`src/rtl/s_cla_pipe_adder.sv`:
```
`default_nettype none
// ============================================================================
// Module  : s_cla_pipe_adder
// Brief   : Pipelined signed carry-lookahead adder/subtractor, one BLOCK-bit
//           lookahead group per stage, valid/ready on both sides.
// Revision: 1.0  initial release
// ============================================================================
module s_cla_pipe_adder #(
    parameter int WIDTH = 16,
    parameter int BLOCK = 4
) (
    input  logic             clk,
    input  logic             rst_n,
    input  logic             in_valid,
    output logic             in_ready,
    input  logic [WIDTH-1:0] a,
    input  logic [WIDTH-1:0] b,
    input  logic             sub,
    output logic             out_valid,
    input  logic             out_ready,
    output logic [WIDTH:0]   sum,
    output logic             ovf
);

    localparam int L = WIDTH / BLOCK;

    // Returns {group carry-out, group sum}; every carry is expanded directly
    // from generate/propagate terms and the group carry-in (no internal ripple).
    function automatic logic [BLOCK:0] f_cla(
        input logic [BLOCK-1:0] i_ga,
        input logic [BLOCK-1:0] i_gb,
        input logic             i_ci
    );
        logic [BLOCK-1:0] w_p;
        logic [BLOCK-1:0] w_g;
        logic [BLOCK:0]   w_c;
        logic             w_run;
        w_p    = i_ga | i_gb;
        w_g    = i_ga & i_gb;
        w_c    = '0;
        w_c[0] = i_ci;
        for (int i = 0; i < BLOCK; i++) begin
            w_run = 1'b1;
            for (int j = i; j >= 0; j--) begin
                w_c[i+1] = w_c[i+1] | (w_run & w_g[j]);
                w_run    = w_run & w_p[j];
            end
            w_c[i+1] = w_c[i+1] | (w_run & i_ci);
        end
        return {w_c[BLOCK], i_ga ^ i_gb ^ w_c[BLOCK-1:0]};
    endfunction

    logic w_en;

    for (genvar k = 0; k < L; k++) begin : g_stage
        logic [WIDTH-1:0] w_a_in;
        logic [WIDTH-1:0] w_b_in;
        logic [WIDTH-1:0] w_s_in;
        logic             w_c_in;
        logic             w_v_in;
        logic [BLOCK:0]   w_grp;
        logic [WIDTH-1:0] w_s_nxt;

        logic [WIDTH-1:0] r_a;
        logic [WIDTH-1:0] r_b;
        logic [WIDTH-1:0] r_s;
        logic             r_c;
        logic             r_v;

        if (k == 0) begin : g_head
            // Subtraction folds into the adder: invert b here, carry-in of 1.
            assign w_a_in = a;
            assign w_b_in = b ^ {WIDTH{sub}};
            assign w_s_in = '0;
            assign w_c_in = sub;
            assign w_v_in = in_valid;
        end else begin : g_body
            assign w_a_in = g_stage[k-1].r_a;
            assign w_b_in = g_stage[k-1].r_b;
            assign w_s_in = g_stage[k-1].r_s;
            assign w_c_in = g_stage[k-1].r_c;
            assign w_v_in = g_stage[k-1].r_v;
        end

        assign w_grp = f_cla(w_a_in[k*BLOCK +: BLOCK], w_b_in[k*BLOCK +: BLOCK], w_c_in);

        // Sum bits at and above this group are still zero, so OR merges the slice in.
        assign w_s_nxt = w_s_in | (WIDTH'(w_grp[BLOCK-1:0]) << (k * BLOCK));

        always_ff @(posedge clk or negedge rst_n) begin
            if (!rst_n) begin
                r_a <= '0;
                r_b <= '0;
                r_s <= '0;
                r_c <= 1'b0;
                r_v <= 1'b0;
            end else if (w_en) begin
                r_a <= w_a_in;
                r_b <= w_b_in;
                r_s <= w_s_nxt;
                r_c <= w_grp[BLOCK];
                r_v <= w_v_in;
            end
        end
    end

    logic w_top;
    logic w_unused_ops;

    // Sign-extension bit of the exact result: MSB operand bits plus final carry.
    assign w_top        = g_stage[L-1].r_a[WIDTH-1] ^ g_stage[L-1].r_b[WIDTH-1] ^ g_stage[L-1].r_c;
    assign w_unused_ops = ^{g_stage[L-1].r_a, g_stage[L-1].r_b};

    assign sum       = {w_top, g_stage[L-1].r_s};
    assign ovf       = w_top ^ g_stage[L-1].r_s[WIDTH-1];
    assign out_valid = g_stage[L-1].r_v;
    assign w_en      = !out_valid || out_ready;
    assign in_ready  = w_en;

endmodule
`default_nettype wire
```
`config.mk`:
```
export PLATFORM = sky130hd
export DESIGN_NAME = s_cla_pipe_adder
export DESIGN_NICKNAME = d
export VERILOG_FILES = /design/src/rtl/s_cla_pipe_adder.sv
export SDC_FILE = /design/constraint.sdc
export NUM_CORES = 1
export LEC_CHECK = 0
export ABC_AREA = 1
export CAP_MARGIN = 20
export CORE_MARGIN = 1.5
export CORE_UTILIZATION = 35
export CTS_BUF_LIST = sky130_fd_sc_hd__clkbuf_8 sky130_fd_sc_hd__clkbuf_16
export CTS_CLUSTER_DIAMETER = 30
export DETAILED_ROUTE_END_ITERATION = 7
export HOLD_SLACK_MARGIN = 0.03
export PLACE_DENSITY = 0.59
export SLEW_MARGIN = 20
export SYNTH_ARGS = -nofsm -noshare
export SYNTH_HDL_FRONTEND = slang
export SYNTH_SLANG_ARGS = --single-unit
```
`constraint.sdc`:
```
create_clock -name clk -period 2.3 [get_ports clk]
set_clock_uncertainty 0.2 [all_clocks]
set_input_delay 0.46 -clock clk [delete_from_list [all_inputs] [get_ports clk]]
set_output_delay 0.46 -clock clk [all_outputs]
set_load 0.005 [all_outputs]
```
==> impl_metrics.ini <==
[outcome]
outcome = complete, no violations

[worst_setup_path]
cp_data_arrival_time_ns = 1.59
slowest_delay_ns = 0.51
crit_end = in_ready
cp_max_fo = 2
cp-startpoint = out_ready
r2r-start = out_valid
worstSetupPathType = input pin to output port
crit_path_cell_trace = clkdlybuf4s50_1, nor2_4, inv_2, clkdlybuf4s50_1
r2r_slack_ns = 0.68
r2r-end = g_stage[0].r_s[1]
start_kind = input pin
cp.required_ns = 1.64
rr_worst_depth = 7
critPathMostFrequentCell = clkdlybuf4s50_1
end_kind = output port
crit_slowest_cell = clkdlybuf4s50_1

[logic_synthesis]
synth_top_area_share_pct = 50.0
synth_compound_area_share_pct = 6.60
synth_area_leaders = dfrtp_1, nand2_1, ha_1
synth_top_family_by_area = simple AND/OR/NAND/NOR gates
syn_area_sq_um = 4910
ys_seq_area_share_pct = 50.0
yosys_warnings = 0
ys_ff_latch = 98
muxShareOfSynthArea_pct = 0
synth_cell_type_count = 22
syn_avg_cell_area_sq_um = 8.58
yosys.area_share.simple_pct = 20.8
synthesis.nets = 644
synthCells = 572
synth_fa_ha_area_share_pct = 9.38
synth_xor_area_share_pct = 3.75
synth_area_leader_cell = dfrtp_1

[pwr]
p_total_w = 0.00748
clock_power_share_pct = 23.3
seqPwrFrac_pct = 39.1
comb_power_share_pct = 37.6
powerDensity_nw_per_um2 = 1250
peakVddDrop_v = 0.000540
p_sw_w = 0.00265
p_leak_nw = 3.04
switching_share_pct = 35.4
internal_power_w = 0.00483

[sta]
fmax_ghz = 0.444
slew_violations = 0
layout_min_cycle_time_ns = 2.25
setup_viol = 0
worstMarginPinSlew_ns = 0.439
fin_ws_ns = 0.0473
finalHoldViolCount = 0
timing.final.crit_share_pct = 97.9
slew_headroom_pct = 70.7
rsz0062_at_grt = false
fin_tns_setup_ns = 0

[die]
num_io_pins = 57
dieArea_sq_um = 14700
core_sq_um = 13800
initial_core_util_pct = 35.6
std_cell_rows = 43
fp.dieW_um = 121
die_h_um = 121

[placed_design]
port_buffers = 56
hpwl_um = 6570
pre_cts_ws_ns = -0.0567
placed_cells = 795
gp_congestion = 0.788

[detailed_routing]
dr_total_vias = 3561
via_per_inst = 4.38
dr.pass1.iters = 4
drc = 0
wl_um = 9380
drt_iter0_markers = 170
drtAntennaViolNets = 0
drt-wirelength-per-cell_um = 11.5

[global_route]
grt_overflow = 0
grt_pass1_vias = 3528
grt_antenna_before_repair = 0
grt_pass1_wl_um = 16300
grt.total_usage_pct = 14.0
grt_max_degree = 62

[clock_tree]
htree_levels = 3
cts_tree = yes
numClockSinks = 98
clk_latency_ns = 0.34
clk_pin_slew_worst_paths_ns = 0.07
clockBufferDepth = 2
cts_made_buffers = 9
clockRootBuffer = clkbuf_16

[finish]
area_growth_syn_to_layout_pct = 22.2
drive_gt1_share_pct = 5.69
final_util_pct = 43.6
regArea_sq_um = 2450
multi_input_area_sq_um = 1990
num_antenna_cells = 0
mostFrequentLayoutCell = nand2_1
final_cell_mix = nand2_1, dfrtp_1, inv_1
instances_no_fill = 813
nets = 700
fillers = 1419

[flow_run]
cap_violations = 0

[hold_path]
hp-class = flip-flop to flip-flop
## metrics by stage
stage               hold slack, ns  area [sq um]
finish                       0.265          6000
global route                 0.293          6000
CTS                          0.269          5990
detailed placement           0.156          5630
global placement             0.158          5630
floorplan                  -0.0356          4910
## per-layer routing
layer / GRT usage (%) / up-vias / part of all wire (%)
li1: - / 1858 / -
met1: 18.1 / 1645 / 48
met2: 23.1 / 48 / 48
met3: 2.58 / 10 / 2.7
met4: 5.51 / 0 / 1.7
met5: 0 / - / 0
## cells in the mapped netlist
cell	number
nor2_4	1
nor2_1	23
inv_2	1
o21ai_0	51
buf_6	8
buf_4	6
inv_1	75
nand3_1	24
nor3_1	4
xor2_1	4
buf_2	7
nand2_1	200
dfrtp_1	98
clkbuf_1	3
o21ai_2	5
fa_1	3
a21oi_1	4
nand3b_1	1
ha_1	32
nand4_1	4
xnor2_1	17
o21ai_1	1
## logic make-up (layout without fill, tap and decap cells)
family                   after synthesis  in the layout
buffers and inverters                100            161
XOR/XNOR                              21             21
AND/OR/NAND/NOR                      257            257
flip-flops                            98             98
AO/OA/AOI/OAI                         61             61
adder cells (fa/ha/maj)               35             35
## registers in the layout, indices dropped and copies added (netlist names)
| register | flops |
|---|---|
| g_stage.r_a | 25 |
| g_stage.r_b | 25 |
| g_stage.r_c | 4 |
| g_stage.r_v | 3 |
| g_stage.r_s | 40 |
| out_valid | 1 |
## worst min-delay path by stage
stage,start,to,cells past startpoint
after floorplan,rst_n,g_stage[0].r_a[10],0
after detailed placement,rst_n,g_stage[3].r_s[0],1
after global routing,g_stage[0].r_b[12],g_stage[1].r_b[12],2
after CTS,g_stage[2].r_v,out_valid,2
final,g_stage[2].r_v,out_valid,2
after global placement,rst_n,g_stage[3].r_s[0],1
## power by group through the flow
stage	logic [W]	registers, W	clock network, W
CTS	0.00287	0.00294	0.00179
detailed placement	0.00286	0.00296	0
floorplan	0.00200	0.00287	0
finish	0.00281	0.00292	0.00175
global placement	0.00279	0.00294	0
global route	0.00329	0.00304	0.00187
## final cells by class
class,count,share of cell area (%)
Timing Repair Buffer,69,11.6
Clock inverter,7,2.09
Sequential cell,98,40.9
Clock buffer,9,3.75
Inverter,76,4.75
Multi-Input combinational cell,374,33.2
Tap cell,180,3.75
## critical path, delay by kind of cell
family                 cells  cell delay, ns
buffers and inverters      3            1.07
and+or+nand+nor            1            0.06
## timing repair
item / 4_1_cts / 5_1_grt
hold buffers: 1 / 0
hold endpoints to repair: 17 / 0
setup buffers: 0 / 1
cloned: 0 / 0
gates resized for setup: 1 / 1
endpoints found under the setup margin: 1 / 1
No activity file was read; power rests on OpenSTA's default activity.
